File: src/rtl/imem_fetch_pipe.sv
// rtl/imem_fetch_pipe.sv - pipelined synchronous instruction memory with fault checks; optional load port under IMEM_LOAD_EN
module imem_fetch_pipe #(
  parameter int                DATA_W    = 32,
  parameter int                ADDR_W    = 32,
  parameter int                DEPTH     = 128,
  parameter int                READ_LAT  = 1,
  parameter string             INIT_FILE = "",
  parameter logic [DATA_W-1:0] ERR_DATA  = '0
) (
  input  logic              Clk,
  input  logic              Reset,
`ifdef IMEM_LOAD_EN
  input  logic              LoadEn,
  input  logic [ADDR_W-1:0] LoadAddr,
  input  logic [DATA_W-1:0] LoadData,
`endif
  input  logic              ReqValid,
  output logic              ReqReady,
  input  logic [ADDR_W-1:0] Address,
  output logic              RespValid,
  input  logic              RespReady,
  output logic [DATA_W-1:0] Instruction,
  output logic              RespErr,
  output logic [7:0]        ErrCount
);

  localparam int                IDX_W = $clog2(DEPTH);
  localparam logic [ADDR_W-1:0] LIMIT = ADDR_W'(DEPTH * 4);

  typedef logic [DEPTH-1:0][DATA_W-1:0] mem_t;

  // Power-up contents: word i holds its own byte address
  function automatic mem_t init_mem();
    mem_t packed_words;
    for (int i = 0; i < DEPTH; i++) packed_words[i] = DATA_W'(i * 4);
    return packed_words;
  endfunction

  mem_t mem = init_mem();

  logic              resp_valid;
  logic              advance;
  logic              accept;
  logic              req_fault;
  logic [IDX_W-1:0]  req_idx;
  logic              s1_valid;
  logic              s1_err;
  logic [DATA_W-1:0] s1_data;
  logic [7:0]        err_count;

  // Global stall: the whole pipe moves only when the output slot is empty or being taken
  assign advance = !resp_valid || RespReady;

`ifdef IMEM_LOAD_EN
  assign ReqReady = advance && !LoadEn;
`else
  assign ReqReady = advance;
`endif

  assign accept    = ReqValid && ReqReady;
  assign req_idx   = Address[IDX_W+1:2];
  assign req_fault = (Address[1:0] != 2'b00) || (Address >= LIMIT);

  // Stage 1: memory read (or fault substitution) at the accept edge; bubbles enter when nothing is accepted
  always_ff @(posedge Clk or posedge Reset) begin
    if (Reset) begin
      s1_valid <= 1'b0;
      s1_err   <= 1'b0;
      s1_data  <= '0;
    end else if (advance) begin
      s1_valid <= accept;
      if (accept) begin
        s1_err  <= req_fault;
        s1_data <= req_fault ? ERR_DATA : mem[req_idx];
      end
    end
  end

  // Count accepted faulting fetches, sticking at the top value
  always_ff @(posedge Clk or posedge Reset) begin
    if (Reset) begin
      err_count <= 8'd0;
    end else if (accept && req_fault && (err_count != 8'hFF)) begin
      err_count <= err_count + 8'd1;
    end
  end

  assign ErrCount = err_count;

`ifdef IMEM_LOAD_EN
  logic load_fault;
  assign load_fault = (LoadAddr[1:0] != 2'b00) || (LoadAddr >= LIMIT);

  // Load port write; bad load addresses are dropped without touching the error count
  always_ff @(posedge Clk) begin
    if (LoadEn && !load_fault) begin
      mem[LoadAddr[IDX_W+1:2]] <= LoadData;
    end
  end
`endif

  generate
    if (READ_LAT == 2) begin : g_lat2
      logic              s2_valid;
      logic              s2_err;
      logic [DATA_W-1:0] s2_data;

      // Stage 2: pure delay register that shifts together with stage 1
      always_ff @(posedge Clk or posedge Reset) begin
        if (Reset) begin
          s2_valid <= 1'b0;
          s2_err   <= 1'b0;
          s2_data  <= '0;
        end else if (advance) begin
          s2_valid <= s1_valid;
          s2_err   <= s1_err;
          s2_data  <= s1_data;
        end
      end

      assign resp_valid  = s2_valid;
      assign RespErr     = s2_err;
      assign Instruction = s2_data;
    end else begin : g_lat1
      assign resp_valid  = s1_valid;
      assign RespErr     = s1_err;
      assign Instruction = s1_data;
    end
  endgenerate

  assign RespValid = resp_valid;

endmodule

File: config.mk
export PLATFORM = sky130hd
export DESIGN_NAME = imem_fetch_pipe
export DESIGN_NICKNAME = d
export VERILOG_FILES = /design/src/rtl/imem_fetch_pipe.sv
export SDC_FILE = /design/constraint.sdc
export NUM_CORES = 1
export LEC_CHECK = 0
export BUFFER_PORTS_ARGS = -buffer_cell sky130_fd_sc_hd__buf_2
export CAP_MARGIN = 20
export CORE_MARGIN = 3
export CORE_UTILIZATION = 30
export CTS_CLUSTER_SIZE = 25
export DETAILED_ROUTE_END_ITERATION = 6
export PLACE_DENSITY = 0.75
export SLEW_MARGIN = 5
export SYNTH_ARGS = -nofsm -noshare
export SYNTH_HDL_FRONTEND = slang
export SYNTH_SLANG_ARGS = --single-unit
File: constraint.sdc
create_clock -name Clk -period 3.57 [get_ports Clk]
set_input_delay 0.1785 -clock Clk [delete_from_list [all_inputs] [get_ports Clk]]
set_output_delay 0.1785 -clock Clk [all_outputs]
set_load 0.1 [all_outputs]
==> results of run 1 <==
[synth_stat cells (2+ instances only)]
cell type,n,area [sq um]
sky130_fd_sc_hd__buf_4,25,188
sky130_fd_sc_hd__dfrtp_1,17,425
sky130_fd_sc_hd__inv_1,2,7.51
sky130_fd_sc_hd__nand2_1,18,67.6
sky130_fd_sc_hd__nand3_1,2,10.0
sky130_fd_sc_hd__nor3_1,3,15.0
sky130_fd_sc_hd__nor4_1,7,43.8
sky130_fd_sc_hd__o21ai_0,6,30.0
sky130_fd_sc_hd__o21ai_1,2,10.0
sky130_fd_sc_hd__xnor2_1,2,17.5
sky130_fd_sc_hd__xor2_1,5,43.8
[critical path: stages (launching register included)]
cell                      delay (ps)
sky130_fd_sc_hd__dfrtp_1         440
sky130_fd_sc_hd__ha_1            270
sky130_fd_sc_hd__a41o_4          290
sky130_fd_sc_hd__or2_4           250
sky130_fd_sc_hd__mux2_4          290
[worst max-delay path by stage]
stage | start | to | slack, ps | cells after the start
2_1_floorplan | RespValid | ErrCount[1] | 1320 | 5
3_3_place_gp | Address[0] | ErrCount[1] | 1870 | 6
3_5_place_dp | Address[30] | ErrCount[1] | 1850 | 6
4_1_cts | ErrCount[0] | ErrCount[1] | 1920 | 4
5_1_grt | ErrCount[0] | ErrCount[1] | 1870 | 4
6_report | ErrCount[0] | ErrCount[1] | 1930 | 4
[repair_timing]
item	CTS	global route
endpoints found under the setup margin	0	0
setup buffers	0	0
endpoints found under the hold margin	17	0
hold buffers	1	0
[cell type report]
type,count,area share
clock buffers,4,0.0207
flip-flops and latches,17,0.335
repair buffers,54,0.217
well taps,44,0.0433
inverters,2,0.00591
multi-input cells,84,0.378
[power groups by stage]
stage / sequential (mW) / combinational [mW] / clock (mW)
after floorplan: 0.651 / 0.239 / 0
after global placement: 0.300 / 0.666 / 0
after detailed placement: 0.303 / 0.669 / 0
after CTS: 0.300 / 0.670 / 0.104
after global routing: 0.310 / 0.694 / 0.112
final: 0.297 / 0.667 / 0.0982
[routing by layer]
layer,track usage,up-vias,share of wire
met4,0.0554,0,0.018
met2,0.152,59,0.46
met1,0.125,361,0.38
li1,-,415,-
met3,0.0260,4,0.14
met5,0,-,0
[sequential cells by signal, indices dropped and copies added (netlist names)]
register / count
ErrCount: 8
Instruction: 7
RespErr: 1
RespValid: 1
[logic make-up (layout without fill, tap and decap cells)]
| logic type | after synthesis | in the layout |
|---|---|---|
| AND/OR/NAND/NOR | 41 | 41 |
| buffers and inverters | 29 | 60 |
| flip-flops | 17 | 17 |
| AO/OA/AOI/OAI | 9 | 9 |
| XOR/XNOR | 7 | 7 |
| adder cells (fa/ha/maj) | 1 | 1 |
| other | 1 | 25 |
| multiplexers | 1 | 1 |
[metrics by stage]
stage	hold slack (ps)	utilization	total power [mW]	worst slack [ps]	area, sq um
final	112	0.403	1.06	1930	1270
after floorplan	105	-	0.890	1320	1120
after detailed placement	296	0.391	0.972	1850	1230
after global routing	117	0.403	1.12	1870	1270
after CTS	102	0.403	1.07	1920	1270
after global placement	300	0.391	0.967	1870	1230
==> out/summary.log, run 1 <==
INFO  outcome        run_status=complete, no violations
INFO  timing         finalClockSkew=4.88ps
INFO  logic_synthesis post_synth_mux_area_share=0.0146
INFO  routing        drt_drc_violations_left=0
INFO  timing         share_of_the_clock_period_used_by_the_worst_path_after_layout=0.460
INFO  timing         period_needed=1640ps
INFO  clocking       tritoncts_clock_tree=done
INFO  floorplanning  die_w=64.5um
INFO  routing        initialDrtViolationCount=29
INFO  global_routing grt_antenna_before_repair=0
INFO  finish         seqCellArea=425squm
INFO  global_routing via_count_of_the_first_global_routing_pass=721
INFO  logic_synthesis syn_inst=106
INFO  logic_synthesis synth_top_family_by_area=simple AND/OR/NAND/NOR gates
INFO  global_routing grt_pass1_wl=3.17mm
INFO  logic_synthesis synth_sequential_area_ratio=0.415
INFO  finish         mostFrequentLayoutCell=sky130_fd_sc_hd__buf_2
INFO  power          power.switching=0.674mW
INFO  finish         final.fill_count=347
INFO  global_routing groute.usage.overall=0.0986
INFO  power          p_clk_frac=0.092
INFO  finish         flow.area_growth_from_synthesis=23.8%
INFO  finish         post_route_cells_drive_above_1_share=0.404
INFO  logic_synthesis synth_fa_ha_area_frac=0.0122
INFO  clocking       clock_tree.root_cell=sky130_fd_sc_hd__clkbuf_4
INFO  floorplanning  die_height=64.5um
INFO  routing        drt_pre_antenna_iters=4
INFO  logic_synthesis synth-compound-area-share=0.0598
INFO  global_routing globalRoute.totalOverflow=0
INFO  timing         max_slew.worst_pin.slew=617ps
INFO  finish         finalNetCount=199
INFO  place          gp_congestion=0.701
INFO  logic_synthesis post_synth_instance_area=1030squm
INFO  routing        routed_wirelength=2.04mm
INFO  logic_synthesis synth-simple-area-share=0.230
INFO  finish         final_cell_mix=sky130_fd_sc_hd__buf_2 (53), sky130_fd_sc_hd__conb_1 (25), sky130_fd_sc_hd__nand2_1 (18)
INFO  timing         fmax=609MHz
INFO  routing        viasPerCell=4.09
INFO  global_routing maximum_number_of_pins_on_one_net_before_global_route_repair=18
INFO  power          power.density=837nW/um^2
INFO  worst_setup_path timing.rr.end=ErrCount[1]
INFO  clocking       ctsResizeCount=0
INFO  hold_path      worst_hold_path_type=input port to flop
INFO  clocking       clockBufferDepth=2
INFO  worst_setup_path critPathLaunchType=flop
INFO  floorplanning  floorplan.core_area=3150squm
INFO  timing         report.final.hold_viol_count=0
INFO  place          port_buffers=53
INFO  clocking       clkSlewWorstSetupHoldPaths=90ps
INFO  finish         num_antenna_cells=0
INFO  worst_setup_path reg2regPathDepth=4
INFO  logic_synthesis post_synthesis_async_set_or_reset_flop_share=1.00
INFO  hold_path      whs_endpoint=Instruction[7]
INFO  timing         finalSetupViolations=0
INFO  power          p_sw_frac=0.634
INFO  logic_synthesis postSynth.topFlopCell=sky130_fd_sc_hd__dfrtp_1
INFO  routing        ant_nets=0
INFO  floorplanning  pin_count=79
INFO  place          placed_cells=200
INFO  floorplanning  std_cell_rows=20
INFO  worst_setup_path regToRegStartpoint=ErrCount[0]
INFO  power          seq_power_share=0.280
INFO  worst_setup_path critPathMaxFanout=7
INFO  power          vdd_ir_drop_max=0.532mV
INFO  routing        via_total_after_detailed_routing=839
INFO  logic_synthesis synth.yosys.warnings=0
INFO  logic_synthesis synth_edf_count=0
INFO  power          power.static_leakage=0.658nW
INFO  logic_synthesis synth.ff_latch_count=17
INFO  clocking       number_of_buffers_created_by_cts=3
INFO  clocking       htree_num_levels=1
INFO  timing         sum_neg_setup_slack=0ps
INFO  floorplanning  initial_cell_density_of_the_core=0.325
INFO  clocking       numClockSinks=17
INFO  worst_setup_path cp-end-kind=flop
INFO  timing         report.final.slew_viol_count=0
INFO  worst_setup_path criticalPathCategory=flop to flop
INFO  power          comb_power_share=0.628
INFO  worst_setup_path reg2reg_setup_slack=1930ps
INFO  worst_setup_path worst_ep_arrival_time=1820ps
INFO  hold_path      hold_start=Address[7]
INFO  timing         max_slew_margin=0.588
INFO  floorplanning  fp.dieArea=4160squm
INFO  logic_synthesis synth.avg_cell_area=9.68squm
INFO  timing         setup_repair_after_global_routing_missed_its_margin=false
INFO  hold_path      hold_crit_depth=3
INFO  finish         finalNonFillerCells=205
INFO  run            max_cap_violations=0
INFO  routing        routed_wire_length_per_instance=9.95um
INFO  finish         multiInputGateArea=480squm
INFO  worst_setup_path cp.required=3750ps
INFO  power          intPower=0.389mW
INFO  logic_synthesis synth-xor-area-share=0.0598
INFO  logic_synthesis post_synth_num_cell_types=28
INFO  clocking       worst_skew_pair.late_latency=280ps
INFO  place          place.detailed.hpwl=1.69mm
Note: power is estimated with default switching activity, not from simulation.
==> run 2, diff against run 1 <==
--- a/config.mk
+++ b/config.mk
@@ -11,7 +11,7 @@
 export CORE_UTILIZATION = 30
 export CTS_CLUSTER_SIZE = 25
 export DETAILED_ROUTE_END_ITERATION = 6
-export PLACE_DENSITY = 0.75
+export PLACE_DENSITY = 0.78
 export SLEW_MARGIN = 5
 export SYNTH_ARGS = -nofsm -noshare
 export SYNTH_HDL_FRONTEND = slang
==> constraint.sdc (replaced) <==
create_clock -name Clk -period 1.4 [get_ports Clk]
set_input_delay 0.07 -clock Clk [delete_from_list [all_inputs] [get_ports Clk]]
set_output_delay 0.07 -clock Clk [all_outputs]
set_load 0.1 [all_outputs]
==> run 2 against run 1 <==
Compared with the run above:
- the run now ends with negative setup slack left
- cell count is 9.8% higher
- total power rose to 2.8 times the previous value
- cell area grew 18%
- setup slack lost 2100 ps
- register-to-register slack worse by 2100 ps
- sequential cell count stayed put
- largest power group unchanged
- fmax is 5.2% higher
- clock-buffer cell count down 1
- first-iteration DRC count increased by 150%
- worst hold slack got worse by 110 ps
==> out/summary.log, run 2 (synthesis gave the netlist of run 1 again) <==
INFO  run            max_cap_violations=0 [unchanged]
INFO  global_routing grt_pass1_wl=3.80mm [was 3.17 mm]
INFO  worst_setup_path critPathMaxFanout=6 [was 7]
INFO  finish         finalNetCount=219 [was 199]
INFO  floorplanning  die_height=64.5um [unchanged]
INFO  routing        ant_nets=0 [unchanged]
INFO  routing        initialDrtViolationCount=72 [was 29]
INFO  timing         report.final.hold_viol_count=0 [unchanged]
INFO  floorplanning  fp.dieArea=4160squm [unchanged]
INFO  clocking       tritoncts_clock_tree=done [unchanged]
INFO  timing         max_slew_margin=0.582 [was 0.588]
INFO  routing        routed_wirelength=2.38mm [was 2.04 mm]
INFO  power          seq_power_share=0.236 [was 0.280]
INFO  clocking       worst_skew_pair.late_latency=290ps [was 280 ps]
INFO  global_routing grt_antenna_before_repair=0 [unchanged]
INFO  finish         final.fill_count=301 [was 347]
INFO  place          pre_cts_ws=-151ps [was 1850 ps]
INFO  clocking       clockBufferDepth=2 [unchanged]
INFO  hold_path      hold_start=Address[7] [unchanged]
INFO  routing        via_total_after_detailed_routing=917 [was 839]
INFO  global_routing groute.usage.overall=0.113 [was 0.0986]
INFO  floorplanning  initial_cell_density_of_the_core=0.325 [unchanged]
INFO  finish         finalInstanceArea=1500squm [was 1270 sq um]
INFO  timing         setup_repair_after_global_routing_missed_its_margin=true [was false]
INFO  finish         num_antenna_cells=0 [unchanged]
INFO  timing         period_needed=1560ps [was 1640 ps]
INFO  worst_setup_path worst_ep_arrival_time=1740ps [was 1820 ps]
INFO  power          comb_power_share=0.677 [was 0.628]
INFO  place          placed_cells=213 [was 200]
INFO  power          vdd_ir_drop_max=0.598mV [was 0.532 mV]
INFO  routing        drt_drc_violations_left=0 [unchanged]
INFO  finish         post_route_cells_drive_above_1_share=0.525 [was 0.404]
INFO  worst_setup_path critPathLaunchType=flop [unchanged]
INFO  worst_setup_path crit_chain=nand2b_4, nand2_4, a41o_4, or2_4, mux2_4 [was ha_1, a41o_4, or2_4, mux2_4]
INFO  timing         finalSetupViolations=6 [was 0]
INFO  timing         sum_neg_setup_slack=-532ps [was 0 ps]
INFO  global_routing globalRoute.totalOverflow=0 [unchanged]
INFO  timing         report.final.slew_viol_count=0 [unchanged]
INFO  timing         finalClockSkew=1.69ps [was 4.88 ps]
INFO  finish         largest_reg_flops=8 [unchanged]
INFO  clocking       clkSlewWorstSetupHoldPaths=100ps [was 90 ps]
INFO  outcome        run_status=finished with violations [was complete, no violations]
INFO  place          placedInstanceArea=1360squm [was 1230 sq um]
INFO  timing         finalWorstSetupSlack=-161ps [was 1930 ps]
INFO  outcome        failed_checks=negative setup slack
INFO  clocking       clock_tree.root_cell=sky130_fd_sc_hd__clkbuf_4 [unchanged]
INFO  worst_setup_path critPathLaunch=RespValid [was ErrCount[0]]
INFO  floorplanning  pin_count=79 [unchanged]
INFO  timing         max_slew.worst_pin.slew=626ps [was 617 ps]
INFO  worst_setup_path criticalPathCategory=flop to flop [unchanged]
INFO  finish         final_core_util=0.477 [was 0.403]
INFO  power          p_clk_frac=0.087 [was 0.092]
INFO  power          p_sw_frac=0.601 [was 0.634]
INFO  floorplanning  floorplan.core_area=3150squm [unchanged]
INFO  routing        routed_wire_length_per_instance=10.6um [was 9.95 um]
INFO  finish         finalNonFillerCells=225 [was 205]
INFO  timing         whs=6.65ps [was 112 ps]
INFO  power          intPower=1.20mW [was 0.389 mW]
INFO  worst_setup_path worst_path_largest_cell_delay=500ps [was 440 ps]
INFO  global_routing via_count_of_the_first_global_routing_pass=897 [was 721]
INFO  place          gp_congestion=0.745 [was 0.701]
INFO  finish         seqCellArea=437squm [was 425 sq um]
INFO  power          power.static_leakage=0.764nW [was 0.658 nW]
INFO  worst_setup_path worst_path_max_delay_cell=sky130_fd_sc_hd__dfrtp_4 [was sky130_fd_sc_hd__dfrtp_1]
INFO  power          p_total=3.02mW [was 1.06 mW]
INFO  global_routing maximum_number_of_pins_on_one_net_before_global_route_repair=18 [unchanged]
INFO  floorplanning  std_cell_rows=20 [unchanged]
INFO  timing         share_of_the_clock_period_used_by_the_worst_path_after_layout=1.12 [was 0.460]
INFO  clocking       htree_num_levels=1 [unchanged]
INFO  timing         fmax=641MHz [was 609 MHz]
INFO  clocking       number_of_buffers_created_by_cts=3 [unchanged]
INFO  finish         flow.area_growth_from_synthesis=46.5% [was 23.8%]
INFO  floorplanning  die_w=64.5um [unchanged]
INFO  hold_path      worst_hold_path_type=input port to flop [unchanged]
INFO  routing        viasPerCell=4.08 [was 4.09]
INFO  place          port_buffers=53 [unchanged]
INFO  power          power.density=2010nW/um^2 [was 837 nW/um^2]
INFO  place          place.detailed.hpwl=1.87mm [was 1.69 mm]
INFO  finish         final_cell_mix=sky130_fd_sc_hd__buf_2 (52), sky130_fd_sc_hd__conb_1 (25), sky130_fd_sc_hd__nand2_1 (18), sky130_fd_sc_hd__buf_4 (18), sky130_fd_sc_hd__dfrtp_1 (10) [was sky130_fd_sc_hd__buf_2 (53), sky130_fd_sc_hd__conb_1 (25), sky130_fd_sc_hd__nand2_1 (18)]
INFO  routing        drt_pre_antenna_iters=4 [unchanged]
INFO  finish         mostFrequentLayoutCell=sky130_fd_sc_hd__buf_2 [unchanged]
INFO  finish         multiInputGateArea=520squm [was 480 sq um]
INFO  worst_setup_path cp-end-kind=flop [unchanged]
INFO  worst_setup_path cp.required=1580ps [was 3750 ps]
INFO  worst_setup_path regToRegStartpoint=RespValid [was ErrCount[0]]
INFO  clocking       numClockSinks=17 [unchanged]
INFO  power          power.switching=1.81mW [was 0.674 mW]
==> run 2: final timing paths <==
check | slack, ps | cells after the start | to
setup / recovery | -160 | 5 | ErrCount[1]
hold / removal | 7 | 3 | Instruction[7]
setup reg to reg | -160 | 5 | ErrCount[1]
hold reg to reg | 480 | 2 | Instruction[2]
max in group asynchronous | 530 | 3 | RespValid
min in group asynchronous | 410 | 3 | Instruction[6]
==> run 2: area by class of cell <==
| type | count | area share |
|---|---|---|
| multi-input cells | 84 | 0.346 |
| repair buffers | 74 | 0.303 |
| flip-flops and latches | 17 | 0.291 |
| well taps | 44 | 0.0366 |
| clock buffers | 3 | 0.0150 |
| inverters | 2 | 0.00500 |
| clock inverters | 1 | 0.00333 |
==> run 2: power groups by stage <==
stage,registers [mW],clock network [mW],logic (mW)
6_report,0.712,0.262,2.04
5_1_grt,0.730,0.302,2.12
4_1_cts,0.715,0.269,2.00
3_5_place_dp,0.725,0,1.98
3_3_place_gp,0.714,0,1.97
2_1_floorplan,1.68,0,0.608
==> run 2: what timing repair did <==
item | in CTS | in global routing
gates cloned | 0 | 0
pin swaps | 4 | 5
endpoints found under the hold margin | 18 | 0
setup buffers | 1 | 5
hold buffers | 2 | 0
setup endpoints to repair | 6 | 8
gates resized for setup | 3 | 7
==> run 2: worst max-delay path, delay by kind of cell (launching register included) <==
family | cells | cell delay [ps]
AO/OA/AOI/OAI | 1 | 260
flip-flops | 1 | 500
AND/OR/NAND/NOR | 3 | 400
multiplexers | 1 | 300
==> run 2: routing by layer <==
metal  routed length, um  GRT usage  vias to the layer above
met4                   0     0.0528                        0
met1                 815      0.121                      435
met5                   0          0                        -
li1                    -          -                      452
met2                1450      0.222                       30
met3                 114     0.0104                        0
